--- src/rtl/aclk_keypad_scanner.sv ---
// aclk_keypad_scanner
// Scans a 4x3 matrix keypad one row at a time, synchronises the active-low
// column returns, debounces presses and releases, and presents the held digit
// as a 4-bit key code (10 = no key) with a one-cycle strobe on each new press.

module aclk_keypad_scanner #(
    parameter int SCAN_DIV       = 16,
    parameter int DEBOUNCE_SCANS = 4
) (
    input  logic       clk,
    input  logic       reset,
    input  logic [2:0] col,
    output logic [3:0] row,
    output logic [3:0] key,
    output logic       key_strobe
);

    localparam int DWELL_W = (SCAN_DIV > 1) ? $clog2(SCAN_DIV) : 1;
    localparam int CNT_W   = $clog2(DEBOUNCE_SCANS + 1);

    localparam logic [DWELL_W-1:0] DWELL_LAST = DWELL_W'(SCAN_DIV - 1);
    localparam logic [CNT_W-1:0]   CNT_LAST   = CNT_W'(DEBOUNCE_SCANS - 1);
    localparam logic [CNT_W-1:0]   CNT_FULL   = CNT_W'(DEBOUNCE_SCANS);
    localparam logic [3:0]         NOKEY      = 4'd10;

    typedef enum logic [1:0] {
        SCAN,
        DEBOUNCE,
        HELD
    } state_t;

    state_t state;
    state_t next_state;

    logic [2:0]         col_meta;
    logic [2:0]         col_sync;
    logic [DWELL_W-1:0] dwell;
    logic               sample;
    logic [1:0]         row_idx;
    logic [CNT_W-1:0]   match_cnt;
    logic [CNT_W-1:0]   rel_cnt;
    logic [3:0]         cap_code;

    logic               col_hit;
    logic [1:0]         col_num;
    logic [3:0]         samp_code;
    logic               samp_valid;
    logic               same_cap;
    logic               same_held;

    logic               advance_row;
    logic               capture;
    logic               match_inc;
    logic               key_load;
    logic               key_clear;
    logic               rel_inc;
    logic               rel_clr;

    // Two-flop synchroniser for the asynchronous column returns (idle = pulled high).
    always_ff @(posedge clk or negedge reset) begin
        if (!reset) begin
            col_meta <= 3'b111;
            col_sync <= 3'b111;
        end else begin
            col_meta <= col;
            col_sync <= col_meta;
        end
    end

    // Free-running dwell counter; its last count marks the column sample point.
    always_ff @(posedge clk or negedge reset) begin
        if (!reset) begin
            dwell <= '0;
        end else if (sample) begin
            dwell <= '0;
        end else begin
            dwell <= dwell + 1'b1;
        end
    end

    assign sample = (dwell == DWELL_LAST);

    // Identify which single column is pulled low; zero or several low means no hit.
    always_comb begin
        col_hit = 1'b1;
        col_num = 2'd0;
        case (~col_sync)
            3'b001:  col_num = 2'd0;
            3'b010:  col_num = 2'd1;
            3'b100:  col_num = 2'd2;
            default: col_hit = 1'b0;
        endcase
    end

    // Map (row, column) to a digit code; * and # are treated as no press.
    always_comb begin
        samp_code = NOKEY;
        if (col_hit) begin
            case (row_idx)
                2'd0: samp_code = 4'd1 + {2'b00, col_num};
                2'd1: samp_code = 4'd4 + {2'b00, col_num};
                2'd2: samp_code = 4'd7 + {2'b00, col_num};
                default: begin
                    if (col_num == 2'd1) begin
                        samp_code = 4'd0;
                    end
                end
            endcase
        end
        samp_valid = (samp_code != NOKEY);
        same_cap   = samp_valid && (samp_code == cap_code);
        same_held  = samp_valid && (samp_code == key);
    end

    // Scanner state register.
    always_ff @(posedge clk or negedge reset) begin
        if (!reset) begin
            state <= SCAN;
        end else begin
            state <= next_state;
        end
    end

    // Next-state decision, taken only at sample points.
    always_comb begin
        next_state = state;
        case (state)
            SCAN: begin
                if (sample && samp_valid) begin
                    next_state = DEBOUNCE;
                end
            end
            DEBOUNCE: begin
                if (sample) begin
                    if (!same_cap) begin
                        next_state = SCAN;
                    end else if (match_cnt >= CNT_LAST) begin
                        next_state = HELD;
                    end
                end
            end
            HELD: begin
                if (sample && !same_held && (rel_cnt >= CNT_LAST)) begin
                    next_state = SCAN;
                end
            end
            default: next_state = SCAN;
        endcase
    end

    // Datapath controls derived from the current state and the sample result.
    always_comb begin
        advance_row = 1'b0;
        capture     = 1'b0;
        match_inc   = 1'b0;
        key_load    = 1'b0;
        key_clear   = 1'b0;
        rel_inc     = 1'b0;
        rel_clr     = 1'b0;
        if (sample) begin
            case (state)
                SCAN: begin
                    if (samp_valid) begin
                        capture = 1'b1;
                    end else begin
                        advance_row = 1'b1;
                    end
                end
                DEBOUNCE: begin
                    if (!same_cap) begin
                        advance_row = 1'b1;
                    end else if (match_cnt >= CNT_LAST) begin
                        key_load = 1'b1;
                    end else begin
                        match_inc = 1'b1;
                    end
                end
                HELD: begin
                    if (same_held) begin
                        rel_clr = 1'b1;
                    end else if (rel_cnt >= CNT_LAST) begin
                        key_clear   = 1'b1;
                        advance_row = 1'b1;
                    end else begin
                        rel_inc = 1'b1;
                    end
                end
                default: begin
                    advance_row = 1'b0;
                end
            endcase
        end
    end

    // Row pointer only moves while scanning or when a press attempt is abandoned.
    always_ff @(posedge clk or negedge reset) begin
        if (!reset) begin
            row_idx <= 2'd0;
        end else if (advance_row) begin
            row_idx <= row_idx + 2'd1;
        end
    end

    // Drive exactly one row low.
    always_comb begin
        row          = 4'b1111;
        row[row_idx] = 1'b0;
    end

    // Captured code and saturating press-match counter.
    always_ff @(posedge clk or negedge reset) begin
        if (!reset) begin
            cap_code  <= NOKEY;
            match_cnt <= '0;
        end else begin
            if (capture) begin
                cap_code  <= samp_code;
                match_cnt <= CNT_W'(1);
            end else if (match_inc) begin
                if (match_cnt < CNT_FULL) begin
                    match_cnt <= match_cnt + 1'b1;
                end
            end else if (key_load || advance_row) begin
                match_cnt <= '0;
            end
        end
    end

    // Saturating release counter, cleared whenever the held key is seen again.
    always_ff @(posedge clk or negedge reset) begin
        if (!reset) begin
            rel_cnt <= '0;
        end else if (rel_clr || key_load || key_clear) begin
            rel_cnt <= '0;
        end else if (rel_inc && (rel_cnt < CNT_FULL)) begin
            rel_cnt <= rel_cnt + 1'b1;
        end
    end

    // Registered key code and strobe change together on HELD entry and exit.
    always_ff @(posedge clk or negedge reset) begin
        if (!reset) begin
            key        <= NOKEY;
            key_strobe <= 1'b0;
        end else begin
            key_strobe <= key_load;
            if (key_load) begin
                key <= cap_code;
            end else if (key_clear) begin
                key <= NOKEY;
            end
        end
    end

endmodule

--- config.mk ---
export PLATFORM = sky130hd
export DESIGN_NAME = aclk_keypad_scanner
export DESIGN_NICKNAME = d
export VERILOG_FILES = /design/src/rtl/aclk_keypad_scanner.sv
export SDC_FILE = /design/constraint.sdc
export NUM_CORES = 1
export LEC_CHECK = 0
export ABC_AREA = 1
export BUFFER_PORTS_ARGS = -buffer_cell sky130_fd_sc_hd__buf_2
export CORE_UTILIZATION = 40
export CTS_BUF_LIST = sky130_fd_sc_hd__clkbuf_4 sky130_fd_sc_hd__clkbuf_8
export CTS_CLUSTER_DIAMETER = 80
export DETAILED_ROUTE_END_ITERATION = 6
export MAX_ROUTING_LAYER = met4
export PLACE_DENSITY = 0.63
export SLEW_MARGIN = 10
export SYNTH_ARGS = -nofsm -noshare
export SYNTH_HDL_FRONTEND = slang
export SYNTH_SLANG_ARGS = --single-unit
--- constraint.sdc ---
create_clock -name clk -period 5.5 [get_ports clk]
set_input_delay 0.55 -clock clk [delete_from_list [all_inputs] [get_ports clk]]
set_output_delay 0.55 -clock clk [all_outputs]
set_load 0.02 [all_outputs]
Yosys cells after proc, flatten, opt, wreduce, memory -nomap -nowiden
Index checks and enable logic that the tools add are counted.

Register bits after elaboration: 29. Word-level logic and storage cells: 109. Output and inout port bits: 9. Bits of input ports: 5.

Equal/unequal tests: 17. Reductions and logical operators: 19. Bitwise logic cells: 2. $add $sub $neg: 7. Muxes and demuxes: 48. Magnitude comparators: 6.

Operators by type and width (number): 2-to-1 mux 1 bit (27); 2-to-1 mux 4 bit (5); 2-to-1 mux 3 bit (6); one-hot mux 4 bit (3 select lines) (1); 2-to-1 mux 2 bit (5); adder 3 x 2 -> 4 bit, first input constant (2); equality test 4 bit (2); logical AND 1 bit (7); adder 3 x 1 -> 3 bit, second input constant (2); equality test 2 x 1 -> 1 bit, second input constant (3); greater-or-equal comparator 3 x 2 -> 1 bit, second input constant (2); < comparator 3 bit, second input constant (2); != test 2 bit, second input constant (3); one-hot mux 2 bit (3 select lines) (1); adder 4 x 1 -> 4 bit, second input constant (1); equality test 2 bit, second input constant (2); equality test 4 bit, second input constant (1); zero test 2 bit (2); != test 4 bit, second input constant (1); NOT 4 bit (1); one-hot mux 2 bit (2 select lines) (1); AND reduction 4 bit (1); nonzero test 2 bit (2); adder 1 x 2 -> 3 bit, first input constant (1); other kinds (16) (18).

Depth between registers and ports, before layout
Gate-level depths: netlist (run 1).

Word-level depth: 16. Mapped depth: 17.

Worst setup path before layout (run 1)
OpenSTA, ideal clock, no wires.

Kind: flip-flop to flip-flop. Start point: register row_idx[0]. End point: register key[0]. Arrival: 1899 ps. Path buffers: 0. Library setup time: 121 ps. Cell stages (with the launch flop): 17. Slack: 3480 ps. Period minus slack after synthesis: 2020 ps. Cells stage by stage: dfrtp_1 > inv_1 > ha_1 > inv_1 > nand2_1 > nand2_1 > nand2_2 > nand3_2 > nand2_1 > nand2_1 > nand2_2 > nor2_4 > nand3_4 > nor2_8 > nand3_4 > nand2_1 > o21ai_1.

Longest elaborated chain between the ends: 9.

Ends and longest elaborated chain: start, declared (RTL line 39) `logic [1:0] row_idx;`; start signal, assigned (RTL line 200) `row_idx <= row_idx + 2'd1;`; equality test 2 bit (tied with other cells) (RTL line 99) `case (row_idx)`; one-hot mux 4 bit (3 select lines) * (RTL line 99); 2-to-1 mux 4 bit * (RTL line 98) `if (col_hit) begin`; != test 4 bit (tied with other cells) (RTL line 110) `samp_valid = (samp_code != NOKEY);`; logical AND 1 bit (on tied branches) (RTL line 111, 112); 2-to-1 mux 1 bit (on tied branches) (RTL line 170, 179); 2-to-1 mux 1 bit (RTL line 161) `case (state)`; 2-to-1 mux 1 bit (RTL line 160) `if (sample) begin`; 2-to-1 mux 4 bit / nonzero test 2 bit (equally long branches); end signal, assigned (RTL line 248) `key <= cap_code;`; end, declared (RTL line 14) `output logic [3:0] key,`.

Every way passes the cells marked *; elsewhere a longest branch is shown, timed or not. A chain may end at the register's enable or synchronous reset.

Final worst setup path (run 1)
Start point: register row_idx[0]. End point: register match_cnt[2].

Longest elaborated chain between the ends: 11.

Ends and longest elaborated chain: equality test 2 bit (tied with other cells) (RTL line 99); one-hot mux 4 bit (3 select lines) * (RTL line 99); 2-to-1 mux 4 bit * (RTL line 98); != test 4 bit (tied with other cells) (RTL line 110); logical AND 1 bit (on tied branches) (RTL line 112, 111); 2-to-1 mux 1 bit (on tied branches) (RTL line 179, 170); one-hot mux 1 bit (3 select lines) / 2-to-1 mux 1 bit (equally long branches) (RTL line 161); 2-to-1 mux 1 bit (RTL line 160); logical OR 1 bit (RTL line 223) `end else if (key_load || advance_row) begin`; nonzero test 3 bit (no line); AND reduction 2 bit (no line); end signal, assigned (RTL line 221) `match_cnt <= match_cnt + 1'b1;`; end, declared (RTL line 40) `logic [CNT_W-1:0] match_cnt;`.

Marks and branches as above.

==> impl_metrics.json, run 1 <==
{
  "syn_nets": 228,
  "antenna_found_initial": 0,
  "cts_setup_buffers": 0,
  "clk_latency_ps": 290,
  "setup_slack_ps": 3270,
  "cts_tree": "done",
  "fp-row-count": 23,
  "ant_nets": 0,
  "cp_top_family": "simple AND/OR/NAND/NOR gates",
  "crit_fanout": 11,
  "synth.area.mux_share_pct": 0,
  "fin_crit_sh_pct": 40.5,
  "syn_avg_cell_area_um2": 8.38,
  "synth_top_cell_by_area": "dfrtp_1",
  "start_kind": "flop",
  "synth_edf_count": 0,
  "p_seq_share_pct": 35.0,
  "hold_buffers": 0,
  "core_um2": 4140,
  "nets": 246,
  "synth-simple-area-share_pct": 36.7,
  "grt_setup_unrepaired": "no",
  "gp_congestion": 0.751,
  "synthFlopType": "dfrtp_1",
  "htreeDepth": 2,
  "synth_compound_area_share_pct": 5.19,
  "worstPathRequired_ps": 5720,
  "fp.dieW_um": 68.8,
  "clkPwrFrac_pct": 29.1,
  "critPathBufInv": 3,
  "drive_gt1_share_pct": 28.0,
  "max_freq_mhz": 449,
  "avgViaCountPerCell": 4.81,
  "synth_top_cell_area_share_pct": 26.6,
  "worstMarginPinSlew_ps": 638,
  "numClockSinks": 29,
  "power.switching_uw": 301,
  "cpPeakStageDelay_ps": 430,
  "cts_resized": 0,
  "drt_wl_total_um": 3080,
  "num_antenna_cells": 0,
  "clk_path_buf_depth": 2,
  "numPortBuffers": 13,
  "cts_root_buf": "clkbuf_8",
  "setup_viol": 0,
  "max_cap_viol_count": 0,
  "drc": 0,
  "synthTopCellsByArea": "dfrtp_1 (27%), dfstp_2 (15%), nand2_1 (11%), ha_1 (7.0%), inv_1 (6.5%)",
  "synthAdderAreaFrac_pct": 7.01,
  "setup.worst_path.end_class": "flop",
  "cp.arrival_ps": 2450,
  "cp_cell_sequence": "inv_1 -> ha_1 -> inv_1 -> nor2_1 -> nand2_2 -> nand3_2 -> inv_2 -> nor2_1 -> nand3_2 -> nand3_1 -> a21boi_2 -> nand3_1 -> nand2_1",
  "overflow": 0,
  "hpwlAfterDp_um": 2360,
  "power_uw": 796,
  "combPwrFrac_pct": 35.9,
  "firstDrtPassIters": 4,
  "ys_seq_area_share_pct": 41.3,
  "grt_pass1_vias": 1248,
  "die_h_um": 68.8,
  "powerDensity_nw_per_um2": 393,
  "numCtsBuffers": 5,
  "yosysWarningCount": 0,
  "ys_seq_elements": 29,
  "drt-initial-drc-count": 64,
  "worst-setup-path-type": "reg2reg",
  "grt_max_degree": 30,
  "track_usage_pct": 16.8,
  "fin_crit_ps": 2230,
  "synth_xor_area_share_pct": 1.47,
  "swShare_pct": 37.8,
  "vdd_drop_max_uv": 194,
  "yosysUniqueCellTypes": 30,
  "postSynth.asyncResetShare_pct": 100,
  "power_leakage_nw": 1.10,
  "post-place-ws_ps": 3300,
  "maxSlewViolCount": 0,
  "slew_headroom_pct": 57.5,
  "p_int_uw": 495,
  "syn_inst": 213,
  "grt_pass1_wl_um": 5420,
  "placed_cells": 274,
  "drt-wirelength-per-cell_um": 10.9,
  "fin_cells": 282,
  "io_pins": 14,
  "worstHoldPathType": "in2async",
  "synth_top_family_by_area": "simple AND/OR/NAND/NOR gates",
  "area_growth_syn_to_layout_pct": 13.4,
  "initial_utilization_pct": 43.1,
  "cp_slowest_cell": "dfrtp_1",
  "num_vias": 1357,
  "outcome": "finished, final reports clean",
  "fp.dieArea_um2": 4730,
  "netlist_area_um2": 1790,
  "finalClockSkew_ps": 8.16,
  "finalSetupTns_ps": 0,
  "cts.clk_slew.worst_paths_ps": 60,
  "finalHoldViolCount": 0
}
## per-layer routing
layer | part of all wire, % | up-vias | wire length (µm) | track usage (%)
met2 | 44 | 17 | 1350 | 24.5
met1 | 51 | 615 | 1560 | 20.6
met4 | 2.4 | 0 | 74 | 10.5
met3 | 3.2 | 8 | 100 | 4.61
li1 | - | 717 | - | -
met5 | 0 | - | 0 | -
## power groups by stage
stage | registers, mW | clock network [mW] | logic (mW)
global route | 0.283 | 0.248 | 0.328
floorplan | 0.274 | 0 | 0.231
detailed placement | 0.282 | 0 | 0.288
finish | 0.279 | 0.232 | 0.286
global placement | 0.283 | 0 | 0.287
CTS | 0.279 | 0.239 | 0.290
## cell families after synthesis
family	count (synthesis)
buffers and inverters	39
flip-flops	29
AO/OA/AOI/OAI	15
adder cells (fa/ha/maj)	10
AND/OR/NAND/NOR	117
XOR/XNOR	3
## flip-flops by register name, summed over array words and instances, names as in the netlist
register and flops:
rel_cnt 3, row_idx 2, col_sync 3, cap_code 4, state 2, dwell 4
key 4, key_strobe 1, col_meta 3, match_cnt 3
## cell usage after synthesis, types with 2 or more instances
library cell / number
nand3_4: 3
o21ai_0: 5
dfrtp_1: 19
nand3b_1: 2
nand3_1: 19
nand4_1: 5
inv_2: 4
o21ai_1: 6
nor2_1: 11
nand2_2: 8
xor2_1: 3
dfstp_2: 10
ha_1: 10
inv_1: 31
nor2_2: 2
nand2_1: 51
clkinv_1: 2
nand3_2: 10
## cells in the final DEF (no fill, tap or decap)
cell / instances
xor2_1: 3
bufinv_16: 1
nand3_2: 10
dfrtp_1: 19
a21oi_1: 1
nor2_2: 2
nor3_2: 1
buf_2: 13
o211ai_2: 1
nand3_4: 3
nor2_4: 1
clkbuf_4: 1
a21boi_2: 1
nor2_8: 1
or2_2: 1
clkinv_1: 2
nand2_1: 51
o21ai_1: 6
inv_1: 31
nand3_1: 19
nand4_1: 5
nand3b_1: 2
ha_1: 10
clkbuf_8: 6
dfstp_2: 10
nand2_2: 8
o21ai_0: 5
nor2_1: 11
nand4_2: 1
a211o_1: 1
inv_2: 4
nor4_1: 1
## path summary, 6_finish.rpt
check	to	depth (start not counted)	from	slack, ps
setup / recovery	match_cnt[2]	13	row_idx[0]	3270
hold / removal	row_idx[0]	1	reset	290
setup reg to reg	match_cnt[2]	13	row_idx[0]	3270
hold reg to reg	col_sync[1]	0	col_meta[1]	360
max in group asynchronous	rel_cnt[0]	1	reset	4790
min in group clk	col_sync[1]	0	col_meta[1]	360
## through the flow
step	utilization (%)	hold slack (ps)	instance area, µm²
finish	48.9	286	2020
global route	48.9	334	2020
CTS	48.9	312	2020
detailed placement	46.0	348	1900
global placement	46.0	348	1900
floorplan	-	254	1790
## layout make-up
class / count / area (µm²)
clock buffer: 7 / 90.1
clock inverter: 1 / 30.0
fill: 417 / 2120
inverter: 37 / 139
multi-input combinational: 145 / 900
sequential: 29 / 738
tap: 50 / 62.6
timing repair buffer: 13 / 65.1
Note: power is estimated with default switching activity, not from simulation.
==> run 2: changes to the inputs <==
--- a/config.mk
+++ b/config.mk
@@ -12,7 +12,7 @@
 export CTS_CLUSTER_DIAMETER = 80
 export DETAILED_ROUTE_END_ITERATION = 6
 export MAX_ROUTING_LAYER = met4
-export PLACE_DENSITY = 0.63
+export PLACE_DENSITY = 0.65
 export SLEW_MARGIN = 10
 export SYNTH_ARGS = -nofsm -noshare
 export SYNTH_HDL_FRONTEND = slang
==> constraint.sdc (replaced) <==
create_clock -name clk -period 1.9 [get_ports clk]
set_input_delay 0.19 -clock clk [delete_from_list [all_inputs] [get_ports clk]]
set_output_delay 0.19 -clock clk [all_outputs]
set_load 0.02 [all_outputs]
==> run 2 against run 1 <==
Clock power grew 110%. Critical path type unchanged. Die area did not move. The run now ends with negative setup slack left. Sequential cell count unchanged. Largest cell class unchanged. Clock skew decreased by 3.4 ps. Count of clock-buffer cells in the layout fell by 1. Critical endpoint is now rel_cnt[0].
==> impl_metrics.json, run 2 (same netlist as run 1, synthesis figures left out) <==
{
  "cp_cell_sequence": "inv_2 -> buf_6 -> nand4_1 -> nand2_2 -> nand3_4 -> nand2_2 -> nand2_2 -> nand2_2 -> nor2_4 -> nand3_4 -> nor2_8 -> nand3_4 -> o211ai_2 -> nor2_1",
  "ant_nets": 0,
  "crit_top_cell": "nand2_2",
  "post-place-ws_ps": -185,
  "drt-initial-drc-count": 77,
  "fin_crit_sh_pct": 110,
  "cpPeakStageDelay_ps": 590,
  "track_usage_pct": 17.3,
  "clk_path_buf_depth": 2,
  "grt_pass1_wl_um": 5680,
  "drc": 0,
  "io_pins": 14,
  "fp.dieArea_um2": 4730,
  "vdd_drop_max_uv": 531,
  "numClockSinks": 29,
  "finalClockSkew_ps": 4.76,
  "worstMarginPinSlew_ps": 670,
  "grt_max_degree": 30,
  "overflow": 0,
  "gp_congestion": 0.796,
  "die_h_um": 68.8,
  "powerDensity_nw_per_um2": 1070,
  "reg_top3": "cap_code: 4 flops, dwell: 4 flops, key: 4 flops",
  "multi_input_area_um2": 1050,
  "fillers": 375,
  "setup_slack_ps": -183,
  "num_antenna_cells": 0,
  "max_freq_mhz": 480,
  "fp.dieW_um": 68.8,
  "cts_tree": "done",
  "avgViaCountPerCell": 4.81,
  "final_common_cell": "nand2_1",
  "nets": 268,
  "worstHoldPathType": "reg2reg",
  "worst-setup-path-type": "reg2reg",
  "htreeDepth": 2,
  "grt_setup_unrepaired": "yes",
  "hpwlAfterDp_um": 2560,
  "finalSetupTns_ps": -2220,
  "num_vias": 1461,
  "numPortBuffers": 13,
  "cts_root_buf": "clkbuf_8",
  "cp.arrival_ps": 2250,
  "slew_headroom_pct": 55.4,
  "core_um2": 4140,
  "firstDrtPassIters": 4,
  "drt_wl_total_um": 3670,
  "regArea_um2": 741,
  "setup.worst_path.end_class": "flop",
  "cp_slowest_cell": "dfstp_2",
  "crit_fanout": 7,
  "fp-row-count": 23,
  "max_cap_viol_count": 0,
  "finalHoldViolCount": 0,
  "area_growth_syn_to_layout_pct": 31.0,
  "setup_viol": 19,
  "drive_gt1_share_pct": 43.3,
  "drt-wirelength-per-cell_um": 12.1,
  "violations": "negative setup slack",
  "numCtsBuffers": 5,
  "outcome": "finished with violations",
  "start_kind": "flop",
  "grt_pass1_vias": 1326,
  "initial_utilization_pct": 43.1,
  "design_area_um2": 2340,
  "maxSlewViolCount": 0,
  "clk_latency_ps": 280,
  "place_area_um2": 2030,
  "worstPathRequired_ps": 2070,
  "fin_crit_ps": 2080,
  "power_mw": 2.50,
  "antenna_found_initial": 0,
  "power_leakage_nw": 1.23,
  "most-common-layout-cells": "nand2_1 (43), inv_1 (24), dfrtp_1 (17)",
  "hold_slack_ps": 356,
  "cts.clk_slew.worst_paths_ps": 60
}
-- run 2: what timing repair did --
| action | CTS | global route |
|---|---|---|
| buffers inserted | 2 | 3 |
| resized for setup | 9 | 27 |
| hold buffers | 4 | 0 |
| endpoints found under the hold margin | 22 | 0 |
| endpoints found under the setup margin | 15 | 19 |
| pin swaps | 6 | 15 |
-- run 2: routing by layer --
layer  vias to the layer above  global-route usage, %  part of all wire, %
met2                        17                   27.8                   49
met1                       674                   20.5                   46
met4                         0                   7.65                  1.5
met3                         5                   4.44                  2.8
li1                        765                      -                    -
met5                         -                      -                    0
-- run 2: path summary, 6_finish.rpt --
check	start	end	slack (ps)	depth (start not counted)
min in group asynchronous	reset	cap_code[0]	480	2
setup / recovery	col_sync[1]	rel_cnt[0]	-180	14
max in group asynchronous	reset	row_idx[1]	950	2
hold / removal	col_meta[2]	col_sync[2]	360	0
setup reg to reg	col_sync[1]	rel_cnt[0]	-180	14
hold reg to reg	col_meta[2]	col_sync[2]	360	0
-- run 2: power breakdown --
| group | switching, mW | internal (mW) | total (mW) | leakage [nW] |
|---|---|---|---|---|
| registers | 0.107 | 0.723 | 0.830 | 0.355 |
| clock network | 0.229 | 0.267 | 0.497 | 0.0484 |
| logic | 0.687 | 0.490 | 1.18 | 0.823 |
| total | 1.02 | 1.48 | 2.50 | 1.23 |
-- run 2: layout make-up --
class                   instances  share of cell area (%)
multi-input cells             145                    44.8
flip-flops and latches         29                    31.7
repair buffers                 35                    10.9
inverters                      37                    6.26
clock buffers                   6                    3.26
well taps                      50                    2.68
clock inverters                 2                   0.428
-- run 2: stage by stage --
stage / instances / util (%)
2_1_floorplan: 213 / -
3_3_place_gp: 287 / 49.1
3_5_place_dp: 287 / 49.1
4_1_cts: 301 / 53.4
5_1_grt: 304 / 56.4
6_report: 304 / 56.4
-- run 2: critical path, delay by kind of cell, from the launching register on --
| kind | cells | cell delay, ps |
|---|---|---|
| simple gates | 11 | 1080 |
| flops | 1 | 590 |
| compound gates | 1 | 110 |
| buf+inv | 2 | 180 |
